**src/rtl/rom_seq_pkg.sv**
```systemverilog
// Shared state encoding and flash placement for the QSPI ROM prefetch sequencer.
package rom_seq_pkg;

  typedef enum logic [1:0] {
    IDLE   = 2'd0,
    STREAM = 2'd1,
    DRAIN  = 2'd2
  } seq_state_e;

  localparam logic [23:0] FLASH_BASE = 24'h100000;

endpackage

```
**src/rtl/prefetch_window_buf.sv**
```systemverilog
// DEPTH x 8 circular buffer holding the sliding prefetch window; reads at an
// offset from the oldest byte and can drop leading bytes while a new one arrives.
module prefetch_window_buf #(
  parameter int DEPTH = 4,
  parameter int PW    = $clog2(DEPTH)
) (
  input  logic          clk,
  input  logic          rst_n,
  input  logic          clear_i,
  input  logic          adv_i,
  input  logic [PW:0]   off_i,
  input  logic          push_i,
  input  logic [7:0]    push_data_i,
  output logic [7:0]    rd_data_o,
  output logic [PW:0]   count_o
);

  logic [7:0]    mem_q [DEPTH];
  logic [PW-1:0] rd_ptr_q;
  logic [PW-1:0] wr_ptr_q;
  logic [PW:0]   count_q;
  logic [PW-1:0] rd_idx;

  assign rd_idx    = rd_ptr_q + off_i[PW-1:0];
  assign rd_data_o = mem_q[rd_idx];
  assign count_o   = count_q;

  // NOTE: the byte storage is deliberately not reset; count_q alone decides
  // which entries are meaningful, so clearing the array would only cost logic.
  always_ff @(posedge clk) begin
    if (push_i) mem_q[wr_ptr_q] <= push_data_i;
  end

  // NOTE: all state updates are non-blocking so the hit read and the push in
  // the same cycle both see the pre-update window.
  always_ff @(posedge clk) begin
    if (!rst_n || clear_i) begin
      rd_ptr_q <= '0;
      wr_ptr_q <= '0;
      count_q  <= '0;
    end else begin
      if (adv_i)  rd_ptr_q <= rd_ptr_q + off_i[PW-1:0];
      if (push_i) wr_ptr_q <= wr_ptr_q + PW'(1);
      count_q <= count_q - (adv_i ? off_i : '0) + {{PW{1'b0}}, push_i};
    end
  end

endmodule

```
**src/rtl/qspi_rom_prefetch_sequencer.sv**
```systemverilog
// Serves 6507 cartridge-ROM reads from a sequential flash prefetch window and
// restarts the QSPI flash stream whenever the CPU leaves that window.
module qspi_rom_prefetch_sequencer
  import rom_seq_pkg::*;
#(
  parameter int                    DEPTH      = 4,
  parameter int                    ADDR_BITS  = 12,
  parameter int                    FLASH_BITS = 24,
  parameter logic [FLASH_BITS-1:0] FLASH_BASE = rom_seq_pkg::FLASH_BASE
) (
  input  logic                  clk,
  input  logic                  rst_n,
  input  logic                  rom_req,
  input  logic [ADDR_BITS-1:0]  rom_addr,
  output logic                  rom_wait,
  output logic [7:0]            rom_data,
  output logic [FLASH_BITS-1:0] fl_addr,
  output logic                  fl_start_read,
  output logic                  fl_stop_read,
  output logic                  fl_stall_read,
  input  logic [7:0]            fl_data,
  input  logic                  fl_data_ready,
  input  logic                  fl_busy,
  output logic [15:0]           miss_count
);

  localparam int          PW         = $clog2(DEPTH);
  localparam logic [PW:0] FULL_COUNT = DEPTH[PW:0];

  seq_state_e            state_q;
  logic [ADDR_BITS-1:0]  base_q;
  logic [ADDR_BITS-1:0]  pend_q;
  logic [FLASH_BITS-1:0] fl_addr_q;
  logic [7:0]            rom_data_q;
  logic [15:0]           miss_count_q;
  logic                  start_q;
  logic                  stop_q;

  logic [ADDR_BITS-1:0]  off;
  logic [ADDR_BITS-1:0]  restart_addr;
  logic [PW:0]           win_count;
  logic [7:0]            win_rd_data;
  logic                  full, hit, nxt, miss, consume, win_clear;

  assign off  = rom_addr - base_q;
  assign full = (win_count == FULL_COUNT);
  assign hit  = rom_req && (off < ADDR_BITS'(win_count));
  // A full window cannot grow, so the byte just past it must restart the stream.
  assign nxt  = rom_req && (off == ADDR_BITS'(win_count)) && (state_q == STREAM) && !full;
  assign miss = rom_req && !hit && !nxt;

  assign restart_addr = rom_req ? rom_addr : pend_q;
  assign consume      = fl_data_ready && !full && (state_q == STREAM) && !miss;
  assign win_clear    = (state_q != STREAM) || miss;

  assign rom_wait      = rom_req && !hit;
  assign rom_data      = rom_data_q;
  assign fl_addr       = fl_addr_q;
  assign fl_start_read = start_q;
  assign fl_stop_read  = stop_q;
  assign fl_stall_read = full;
  assign miss_count    = miss_count_q;

  prefetch_window_buf #(
    .DEPTH(DEPTH)
  ) u_window (
    .clk        (clk),
    .rst_n      (rst_n),
    .clear_i    (win_clear),
    .adv_i      (hit),
    .off_i      (off[PW:0]),
    .push_i     (consume),
    .push_data_i(fl_data),
    .rd_data_o  (win_rd_data),
    .count_o    (win_count)
  );

  always_ff @(posedge clk) begin
    if (!rst_n) begin
      state_q      <= IDLE;
      base_q       <= '0;
      pend_q       <= '0;
      fl_addr_q    <= '0;
      rom_data_q   <= '0;
      miss_count_q <= '0;
      start_q      <= 1'b0;
      stop_q       <= 1'b0;
    end else begin
      start_q <= 1'b0;
      stop_q  <= 1'b0;

      if (hit) begin
        rom_data_q <= win_rd_data;
        base_q     <= rom_addr;
      end

      // Counted once per miss event; waiting in DRAIN is not a new miss.
      if (miss && (state_q != DRAIN) && (miss_count_q != 16'hFFFF))
        miss_count_q <= miss_count_q + 16'd1;

      unique case (state_q)
        IDLE: begin
          if (miss) begin
            fl_addr_q <= FLASH_BASE + FLASH_BITS'(rom_addr);
            start_q   <= 1'b1;
            base_q    <= rom_addr;
            state_q   <= STREAM;
          end
        end
        STREAM: begin
          if (miss) begin
            stop_q  <= 1'b1;
            pend_q  <= rom_addr;
            state_q <= DRAIN;
          end
        end
        DRAIN: begin
          if (!fl_busy) begin
            fl_addr_q <= FLASH_BASE + FLASH_BITS'(restart_addr);
            start_q   <= 1'b1;
            base_q    <= restart_addr;
            state_q   <= STREAM;
          end else if (rom_req) begin
            pend_q <= rom_addr;
          end
        end
        default: state_q <= IDLE;
      endcase
    end
  end

endmodule

```
**config.mk**
```make
export PLATFORM = sky130hd
export DESIGN_NAME = qspi_rom_prefetch_sequencer
export DESIGN_NICKNAME = d
export VERILOG_FILES = /design/src/rtl/rom_seq_pkg.sv /design/src/rtl/prefetch_window_buf.sv /design/src/rtl/qspi_rom_prefetch_sequencer.sv
export SDC_FILE = /design/constraint.sdc
export NUM_CORES = 1
export LEC_CHECK = 0
export CAP_MARGIN = 40
export CORE_AREA = 2 2 160 84
export CTS_BUF_LIST = sky130_fd_sc_hd__clkbuf_16
export DETAILED_ROUTE_END_ITERATION = 8
export DIE_AREA = 0 0 162 86
export GPL_ROUTABILITY_DRIVEN = 0
export PLACE_DENSITY = 0.69
export SYNTH_ARGS = -nofsm -noshare
export SYNTH_HDL_FRONTEND = slang
export SYNTH_SLANG_ARGS = --single-unit
```
**constraint.sdc**
```tcl
create_clock -name clk -period 4 [get_ports clk]
set_input_delay 1 -clock clk [delete_from_list [all_inputs] [get_ports clk]]
set_output_delay 1 -clock clk [all_outputs]
set_load 0.005 [all_outputs]
```
==> results of run 1 <==
## final timing paths
check,depth (start not counted),endpoint
setup / recovery,13,rom_wait
hold / removal,2,pend_q[11]$_SDFFE_PN0P_
setup reg to reg,16,u_window.count_o[2]$_SDFF_PP0_
hold reg to reg,2,pend_q[11]$_SDFFE_PN0P_
## per-stage QoR
step | cell area (um2) | instances | power [mW] | setup TNS [ns]
after global routing | 7370 | 833 | 2.90 | -0.0356
final | 7370 | 833 | 2.78 | 0
after floorplan | 5550 | 543 | 1.53 | -0.0605
after global placement | 6740 | 802 | 1.75 | -42.23
after detailed placement | 6750 | 803 | 1.77 | -51.51
after CTS | 7290 | 831 | 2.76 | 0
## routing by layer
layer	vias to the layer above	routed length, um
li1	2179	-
met1	2180	7480
met2	124	6260
met3	11	667
met4	0	164
met5	-	0
## report_power, final
| part | switching [mW] | leakage [nW] | internal, mW |
|---|---|---|---|
| combinational | 0.330 | 1.95 | 0.362 |
| sequential | 0.0243 | 0.876 | 1.13 |
| clock | 0.406 | 0.159 | 0.526 |
| total | 0.760 | 2.99 | 2.02 |
## Yosys cell counts (9+ instances only)
cell type / n / area (um2)
o21ai_0: 9 / 45.0
o311a_1: 12 / 120
mux2_2: 11 / 124
o31ai_1: 9 / 67.6
o21a_1: 15 / 113
ha_1: 23 / 288
edfxtp_1: 32 / 961
nand2b_1: 21 / 131
nor2_1: 26 / 97.6
nand2_1: 47 / 176
clkbuf_1: 16 / 60.1
dfxtp_1: 72 / 1440
mux2i_1: 40 / 400
nor3_1: 9 / 45.0
and3_1: 9 / 56.3
a21oi_1: 19 / 95.1
buf_4: 12 / 90.1
inv_1: 35 / 131
nand4_1: 9 / 56.3
a21boi_0: 12 / 90.1
## cells by family after synthesis
kind of cell	synth area share
AO/OA/AOI/OAI	0.153
XOR/XNOR	0.0127
adder cells (fa/ha/maj)	0.0595
buffers and inverters	0.0636
flip-flops	0.436
multiplexers	0.128
other	0.000681
AND/OR/NAND/NOR	0.146
## repair_timing
action,CTS,global route
endpoints found under the setup margin,88,2
pin swaps,30,12
buffers inserted,14,2
gates cloned,0,0
gates resized for setup,60,10
## worst register-to-register path: stages (launching register included)
cell and delay (ns):
dfxtp_1 0.35, inv_1 0.08, ha_4 0.28, nand4_1 0.11
a211o_1 0.35, a21o_1 0.23, a2111oi_2 0.36, and4_4 0.28
and4_4 0.24, and2_4 0.15, ha_4 0.11, inv_1 0.03
ha_2 0.17, fa_2 0.36, xnor2_2 0.18, o21a_1 0.14
nor3_1 0.04
## state kept, by name, summed over array words and instances, names as in the netlist
| register | cells |
|---|---|
| u_window.rd_ptr_q | 2 |
| rom_data | 8 |
| u_window.count_o | 3 |
| fl_addr | 13 |
| u_window.mem_q | 32 |
| base_q | 12 |
| miss_count | 16 |
| u_window.wr_ptr_q | 2 |
| fl_stop_read | 1 |
| pend_q | 12 |
| fl_start_read | 1 |
| state_q | 2 |
## final cells by class
| cell class | count | area [um2] |
|---|---|---|
| Clock buffer | 10 | 250 |
| Fill cell | 1035 | 5040 |
| Tap cell | 170 | 213 |
| Clock inverter | 6 | 66.3 |
| Inverter | 35 | 134 |
| Multi-Input combinational cell | 367 | 3020 |
| Sequential cell | 104 | 2400 |
| Timing Repair Buffer | 141 | 1280 |
==> impl_metrics.csv, run 1 <==
group,metric,value,unit
job,maxCapViolCount,0,
sta,max_freq,252,MHz
setup_path,reg2reg_slack,0.44,ns
clock_tree,cts_buffer_depth,2,
finish,fin_util,0.594,
clock_tree,hold_buffers,0,
route,wirelength,14600,um
floorplan,fp.dieH,86,um
global_route,use_met3,0.0406,
global_route,overflow,0,
sta,skew,0.00873,ns
setup_path,end_kind,"primary output",
floorplan,io_pins,77,
floorplan,rows,29,
logic_synthesis,ys_types,58,
global_route,grt_pass1_wl,23300,um
outcome,status,"finished clean",
pwr,power_density,377,nW/um2
route,drt_iter0_drc,325,
clock_tree,cts.sinks,104,
setup_path,path_class,"input pin to primary output",
route,vias,4494,
route,detail-route-antenna-nets,0,
clock_tree,cts_max_level,3,
logic_synthesis,yosysSeqAreaShare,0.436,
finish,area.growth.synth_to_final,33.8,%
finish,drive_gt1_frac,0.243,
global_route,use_met2,0.337,
sta,slew_violations,0,
route,vias_per_cell,5.39,
worst_hold_path,hold_path_class,"flip-flop to flip-flop",
sta,setup_ws,0.0370,ns
setup_path,path_buf_inv,4,
sta,period_share,0.991,
clock_tree,clockRootBuffer,"clkbuf_16",
setup_path,critPathRequiredTime,3.00,ns
global_route,grt_pass1_vias,4488,
pwr,ir_worst_vdd,0.224,mV
global_route,grt_start_max_net_pins,41,
logic_synthesis,ys_warn_count,0,
setup_path,cp_slowest_cell,"fa_2",
worst_hold_path,hp-start,"pend_q[11]$_SDFFE_PN0P_",
logic_synthesis,netlist_area,5510,um2
setup_path,cp_max_fo,3,
clock_tree,clk_pin_slew_worst_paths,0.07,ns
sta,hold_ws,0.461,ns
logic_synthesis,synth-edff-count,32,
sta,worst_slew_pin_slew,0.733,ns
logic_synthesis,synthArstFlopShare,0,
setup_path,cp-start-kind,"input pin",
logic_synthesis,synth_ff_type,"dfxtp_1",
finish,final_common_cell,"dfxtp_1",
global_route,antenna_found_initial,0,
sta,finalHoldViolations,0,
placement,portBuffers,65,
logic_synthesis,synth-seq-cells,104,
logic_synthesis,synth_cells,533,
logic_synthesis,postSynthAreaPerCell,10.3,um2
global_route,grt_use_total,0.215,
setup_path,crit_path_max_incr_delay,0.34,ns
clock_tree,clkLatencyLatePin,0.35,ns
setup_path,critical_path_arrival,2.96,ns
floorplan,core-area,12400,um2
route,first_pass_iters,5,
finish,final_cell_mix,"dfxtp_1 (72), buf_4 (69), clkdlybuf4s50_1 (53)",
setup_path,worstPathCellList,"buf_8, inv_4, ha_4, inv_2, fa_2, a21o_1, nand4_1, a211o_1, a2bb2oi_2, a31o_2, and2_4, a31oi_1, buf_2",
floorplan,dieArea,13900,um2
sta,slew_headroom,0.510,
placement,dp_slack,-0.809,ns
sta,setup_violations,0,
floorplan,initial_core_util,0.444,
route,post-route-drc-count,0,
setup_path,cp_top_family,"compound AO/OA/AOI/OAI gates",
global_route,grtUsageMet1,0.308,
finish,diodes,0,
setup_path,cp-startpoint,"rom_addr[0]",
route,routedWlPerCell,17.5,um
global_route,busiest_layer,"met2",
pwr,p_leak,2.99,nW
placement,dp_hpwl,10300,um
sta,rsz0062_at_grt,"yes",
finish,finalNetCount,708,
floorplan,die_w,162,um
sta,finalWorstPathRequiredPeriod,3.96,ns
clock_tree,cts_tree,"yes",
clock_tree,cts_buffers,9,
setup_path,rr_startpoint,"base_q[6]$_SDFF_PN0_",
No activity file was read; power rests on OpenSTA's default activity.
==> run 2, diff against run 1 <==
ABC_AREA = 1   (was not set)
CORE_AREA = 2 2 164 86   (was 2 2 160 84)
DIE_AREA = 0 0 166 88   (was 0 0 162 86)
clock period = 3.4 ns   (was 4 ns; I/O delays follow)
==> impl_metrics.csv, run 2 <==
group,metric,value,unit
outcome,status,"finished with violations",
outcome,violations,"negative setup slack",
global_route,overflow,0,
job,maxCapViolCount,0,
floorplan,core-area,13200,um2
logic_synthesis,netlist.area_leader.share,0.248,
placement,placed_cells,1061,
finish,area.growth.synth_to_final,32.6,%
pwr,ir_worst_vdd,0.253,mV
placement,dp_hpwl,10900,um
pwr,p_clk_frac,0.319,
logic_synthesis,synthArstFlopShare,0,
placement,portBuffers,65,
clock_tree,cts_max_level,3,
sta,finalWorstPathRequiredPeriod,3.72,ns
logic_synthesis,synth-edff-count,32,
finish,diodes,0,
clock_tree,cts_buffers,9,
setup_path,cp-startpoint,"rom_addr[0]",
clock_tree,clkLatencyLatePin,0.35,ns
setup_path,cp-start-kind,"input pin",
sta,worst_slew_pin_slew,0.570,ns
global_route,grt_use_total,0.214,
finish,final_cell_mix,"nand2_1 (171), nor2_1 (98), inv_1 (78)",
route,vias,5552,
clock_tree,cts.sinks,104,
logic_synthesis,netlist_area,5820,um2
finish,final_cells,1089,
logic_synthesis,synthTopCellsByCount,"nand2_1 (182), nor2_1 (110), inv_1 (84)",
finish,regMostFlops,"u_window.mem_q",
floorplan,die_w,166,um
route,drt_iter0_drc,495,
setup_path,end_kind,"flip-flop",
pwr,p_comb_frac,0.292,
pwr,p_sw,1.12,mW
logic_synthesis,ys_types,37,
pwr,power_density,463,nW/um2
setup_path,critPathRequiredTime,3.64,ns
route,vias_per_cell,5.10,
clock_tree,cts_tree,"yes",
logic_synthesis,postSynthAreaPerCell,7.30,um2
logic_synthesis,yosysMostFrequentCell,"nand2_1",
logic_synthesis,synth-seq-cells,104,
pwr,swShare,0.315,
pwr,seqPwrFrac,0.389,
worst_hold_path,hold_path_class,"flip-flop to flip-flop",
logic_synthesis,ys_warn_count,0,
clock_tree,clk_pin_slew_worst_paths,0.07,ns
logic_synthesis,synthTopCellsByArea,"dfxtp_1 (25%), edfxtp_1 (17%), nand2_1 (12%), nor2_1 (7.1%), nand3_1 (5.5%)",
logic_synthesis,synth_cells,798,
setup_path,rr_startpoint,"base_q[0]$_SDFF_PN0_",
finish,largest_register_ffs,32,
setup_path,path_class,"input pin to flip-flop",
sta,slew_violations,0,
route,post-route-drc-count,0,
pwr,p_leak,3.21,nW
sta,hold_ws,0.473,ns
floorplan,fp.dieH,88,um
setup_path,r2r_end,"u_window.count_o[2]$_SDFF_PP0_",
sta,skew,0.0125,ns
setup_path,crit_end,"u_window.count_o[2]$_SDFF_PP0_",
floorplan,io_pins,77,
finish,final_common_cell,"nand2_1",
global_route,grt_pass1_wl,25100,um
logic_synthesis,yosysTopAreaCell,"dfxtp_1",
route,detail-route-antenna-nets,0,
logic_synthesis,yosysSeqAreaShare,0.413,
sta,setup_ws,-0.321,ns
sta,slew_headroom,0.617,
clock_tree,clockRootBuffer,"clkbuf_16",
global_route,antenna_found_initial,0,
setup_path,cp_max_fo,3,
sta,rsz0062_at_grt,"yes",
global_route,grt_pass1_vias,4947,
finish,drive_gt1_frac,0.181,
floorplan,initial_core_util,0.442,
route,wirelength,15500,um
sta,finalHoldViolations,0,
pwr,power.internal,2.45,mW
finish,finalNetCount,958,
clock_tree,cts_buffer_depth,2,
sta,setup_violations,3,
route,routedWlPerCell,14.2,um
floorplan,dieArea,14600,um2
setup_path,reg2reg_slack,-0.10,ns
sta,period_share,1.09,
floorplan,rows,30,
sta,max_freq,269,MHz
pwr,power,3.58,mW
global_route,grt_start_max_net_pins,28,
setup_path,critical_path_arrival,3.96,ns
route,first_pass_iters,5,
logic_synthesis,synth_ff_type,"dfxtp_1",
setup_path,worst-r2r-cell-count,18,
-- run 2: cell count changes in the layout (fill, tap and decap cells not counted), sizes merged, moves of 16 or more --
cell	previous run	this run
nand2b	21	0
nor2	26	113
nand3	7	68
a21oi	21	57
inv	37	90
mux2i	40	0
nand4	10	37
nand2	47	184
o21ai	9	25
-- run 2: power groups by stage --
stage / combinational (mW) / sequential [mW] / clock [mW]
final: 1.04 / 1.39 / 1.14
after global routing: 1.16 / 1.40 / 1.21
after CTS: 0.971 / 1.39 / 1.15
after detailed placement: 0.900 / 1.42 / 0
after global placement: 0.892 / 1.42 / 0
after floorplan: 0.564 / 1.41 / 0
-- run 2: cell families (layout without fill, tap and decap cells) --
family | count (synthesis) | count (layout) | synth area share
adder cells (fa/ha/maj) | 25 | 25 | 0.0563
AO/OA/AOI/OAI | 98 | 98 | 0.0892
other | 1 | 11 | 0.000644
flip-flops | 104 | 104 | 0.413
AND/OR/NAND/NOR | 414 | 414 | 0.311
XOR/XNOR | 20 | 20 | 0.0301
buffers and inverters | 136 | 241 | 0.100
-- run 2: area by class of cell --
cell class | instances | area [um2]
inverter | 90 | 354
fill | 1156 | 5460
clock buffer | 9 | 225
tap | 176 | 220
timing repair buffer | 135 | 1230
clock inverter | 7 | 104
multi-input combinational | 568 | 3190
sequential | 104 | 2400
-- run 2: what timing repair did --
action                     4_1_cts  5_1_grt
buffers inserted                11        4
pin swaps                       16       17
gates resized for setup         50       32
setup endpoints to repair      105       77
hold buffers                     0        0
cloned                           0        0
-- run 2: how the worst min path moves through the flow --
| stage | startpoint | endpoint | cells past startpoint |
|---|---|---|---|
| floorplan | fl_addr[20]$_SDFFE_PN0P_ | fl_addr[20]$_SDFFE_PN0P_ | 2 |
| global placement | u_window.rd_ptr_q[0]$_SDFFE_PP0N_ | u_window.rd_ptr_q[0]$_SDFFE_PP0N_ | 2 |
| detailed placement | u_window.rd_ptr_q[0]$_SDFFE_PP0N_ | u_window.rd_ptr_q[0]$_SDFFE_PP0N_ | 2 |
| CTS | u_window.rd_ptr_q[0]$_SDFFE_PP0N_ | u_window.rd_ptr_q[0]$_SDFFE_PP0N_ | 2 |
| global route | fl_addr[1]$_SDFFE_PN0P_ | fl_addr[1]$_SDFFE_PN0P_ | 2 |
| finish | fl_addr[20]$_SDFFE_PN0P_ | fl_addr[20]$_SDFFE_PN0P_ | 2 |
-- run 2: stage by stage --
| step | area, um2 | utilization | setup TNS [ns] | setup slack, ns |
|---|---|---|---|---|
| floorplan | 5940 | - | -7.39 | -0.571 |
| global route | 7720 | 0.586 | -1.33 | -0.454 |
| global placement | 7020 | 0.533 | -67.91 | -1.14 |
| CTS | 7580 | 0.575 | -0.601 | -0.273 |
| detailed placement | 7020 | 0.533 | -75.30 | -1.26 |
| finish | 7720 | 0.586 | -0.680 | -0.321 |
-- run 2: critical path, stage by stage --
cell and delay, ns:
buf_12 0.11, inv_12 0.04, ha_4 0.13, inv_4 0.03, fa_2 0.44, xor2_4 0.19, ha_4 0.29, nand2_1 0.06
o21ai_2 0.12, nor2_2 0.06, buf_4 0.15, nand4_1 0.16, nor2_2 0.06, ha_1 0.28, inv_2 0.04, ha_4 0.14
fa_2 0.36, xor2_2 0.19, xor2_1 0.18, nor2_1 0.06
-- run 2: routing by layer --
layer | share of wire | up-vias | global-route usage
li1 | - | 2807 | -
met1 | 0.53 | 2540 | 0.334
met2 | 0.39 | 187 | 0.298
met3 | 0.072 | 18 | 0.0465
met4 | 0.0074 | 0 | 0.0443
met5 | 0 | - | 0
==> run 3, diff against run 2 <==
CAP_MARGIN = not set   (was 40)
PLACE_DENSITY = 0.67   (was 0.69)
clock period = 3.7 ns   (was 3.4 ns; I/O delays follow)
==> impl_metrics.csv, run 3 (synthesized netlist as in run 2, its figures left out) <==
group,metric,value,unit
floorplan,rows,30,
clock_tree,cts.sinks,104,
setup_path,critical_path_arrival,2.95,ns
setup_path,path_class,"input pin to primary output",
sta,finalHoldViolations,0,
clock_tree,cts_buffers,9,
sta,rsz0062_at_grt,"yes",
setup_path,critPathRequiredTime,2.77,ns
worst_hold_path,hold_path_class,"flip-flop to flip-flop",
clock_tree,hold_buffers,0,
finish,final_common_cell,"nand2_1",
sta,slew_violations,0,
global_route,grt_pass1_vias,5018,
global_route,grt_pass1_wl,26100,um
route,first_pass_iters,5,
setup_path,path_common_cell,"ha_4",
sta,worst_slew_pin_slew,0.626,ns
job,maxCapViolCount,0,
setup_path,cp_max_fo,3,
global_route,use_met2,0.310,
sta,finalWorstPathRequiredPeriod,3.88,ns
setup_path,end_kind,"primary output",
global_route,grt_start_max_net_pins,37,
sta,max_freq,258,MHz
setup_path,cp_slowest_cell,"fa_2",
outcome,violations,"negative setup slack",
clock_tree,cts_max_level,3,
route,drt_iter0_drc,480,
route,vias_per_cell,5.14,
floorplan,core-area,13200,um2
finish,final_cell_mix,"nand2_1 (173), nor2_1 (103), inv_1 (81)",
finish,diodes,0,
sta,period_share,1.05,
placement,dp_hpwl,11400,um
pwr,power_density,411,nW/um2
route,detail-route-antenna-nets,0,
route,wirelength,16300,um
pwr,power,3.16,mW
setup_path,cp_top_family,"adder cells",
route,post-route-drc-count,0,
route,routedWlPerCell,14.8,um
placement,dp_slack,-0.976,ns
global_route,antenna_found_initial,0,
global_route,grt_use_total,0.224,
global_route,busiest_layer,"met1",
sta,setup_violations,3,
global_route,use_met3,0.0497,
setup_path,crit_path_max_incr_delay,0.45,ns
sta,setup_tns,-0.320,ns
floorplan,initial_core_util,0.442,
floorplan,dieArea,14600,um2
finish,fillers,1192,
clock_tree,cts_tree,"yes",
clock_tree,clk_pin_slew_worst_paths,0.07,ns
setup_path,cp-start-kind,"input pin",
setup_path,worstPathCellList,"buf_12, inv_12, ha_4, inv_4, fa_2, xor2_4, ha_4, a21oi_2, o21ai_2, nor2_2, buf_6, nand3_4, nand2_2, inv_1, buf_2",
clock_tree,cts_buffer_depth,2,
sta,setup_ws,-0.175,ns
sta,skew,0.0125,ns
pwr,ir_worst_vdd,0.228,mV
clock_tree,clkLatencyLatePin,0.36,ns
global_route,grtUsageMet1,0.351,
finish,finalNetCount,970,
finish,largest_register_ffs,32,
global_route,overflow,0,
finish,drive_gt1_frac,0.172,
floorplan,die_w,166,um
floorplan,io_pins,77,
finish,regMostFlops,"u_window.mem_q",
setup_path,path_buf_inv,6,
pwr,p_leak,3.24,nW
clock_tree,clockRootBuffer,"clkbuf_16",
placement,portBuffers,65,
floorplan,fp.dieH,88,um
finish,area.growth.synth_to_final,31.7,%
sta,slew_headroom,0.582,
route,vias,5655,
outcome,status,"finished with violations",
run 3: where the power goes:
part / switching (mW) / leakage, nW / total, mW / internal, mW
clock: 0.433 / 0.136 / 0.884 / 0.451
sequential: 0.0386 / 0.875 / 1.28 / 1.24
combinational: 0.563 / 2.23 / 0.992 / 0.429
run 3: cell type report:
class | instances | area (um2) | area share
clock buffers | 9 | 225 | 0.0294
multi-input cells | 568 | 3140 | 0.409
repair buffers | 147 | 1290 | 0.168
flip-flops and latches | 104 | 2400 | 0.313
inverters | 90 | 354 | 0.0462
well taps | 176 | 220 | 0.0287
clock inverters | 7 | 38.8 | 0.00506
run 3: through the flow:
step                      instances   util  hold slack [ns]  instance area, um2
after CTS                      1099  0.575            0.472                7580
after global placement         1070  0.535            0.461                7050
final                          1101  0.582            0.473                7670
after detailed placement       1070  0.535            0.461                7050
after global routing           1101  0.582            0.501                7670
after floorplan                 808      -            0.439                5930
run 3: path summary, 6_finish.rpt:
path / depth (start not counted) / slack, ns / start / end
setup / recovery: 15 / -0.18 / rom_addr[0] / rom_wait
hold / removal: 2 / 0.47 / fl_addr[20]$_SDFFE_PN0P_ / fl_addr[20]$_SDFFE_PN0P_
setup reg to reg: 18 / 0.16 / base_q[0]$_SDFF_PN0_ / u_window.count_o[2]$_SDFF_PP0_
hold reg to reg: 2 / 0.47 / fl_addr[20]$_SDFFE_PN0P_ / fl_addr[20]$_SDFFE_PN0P_
run 3: tightest hold or removal path: stages (launching register included):
cell	delay, ns
dfxtp_1	0.33
nand2_1	0.06
nand2_1	0.04
run 3: what timing repair did:
| action | 4_1_cts | 5_1_grt |
|---|---|---|
| hold endpoints to repair | 0 | 0 |
| setup buffers | 18 | 3 |
| pin swaps | 25 | 16 |
| gates resized for setup | 47 | 19 |
| setup endpoints to repair | 88 | 61 |
| cloned | 0 | 0 |
run 3: layer usage:
layer	share of wire	routed length [um]
met5	0	0
met4	0.0077	126
met3	0.073	1190
met2	0.39	6280
met1	0.53	8690
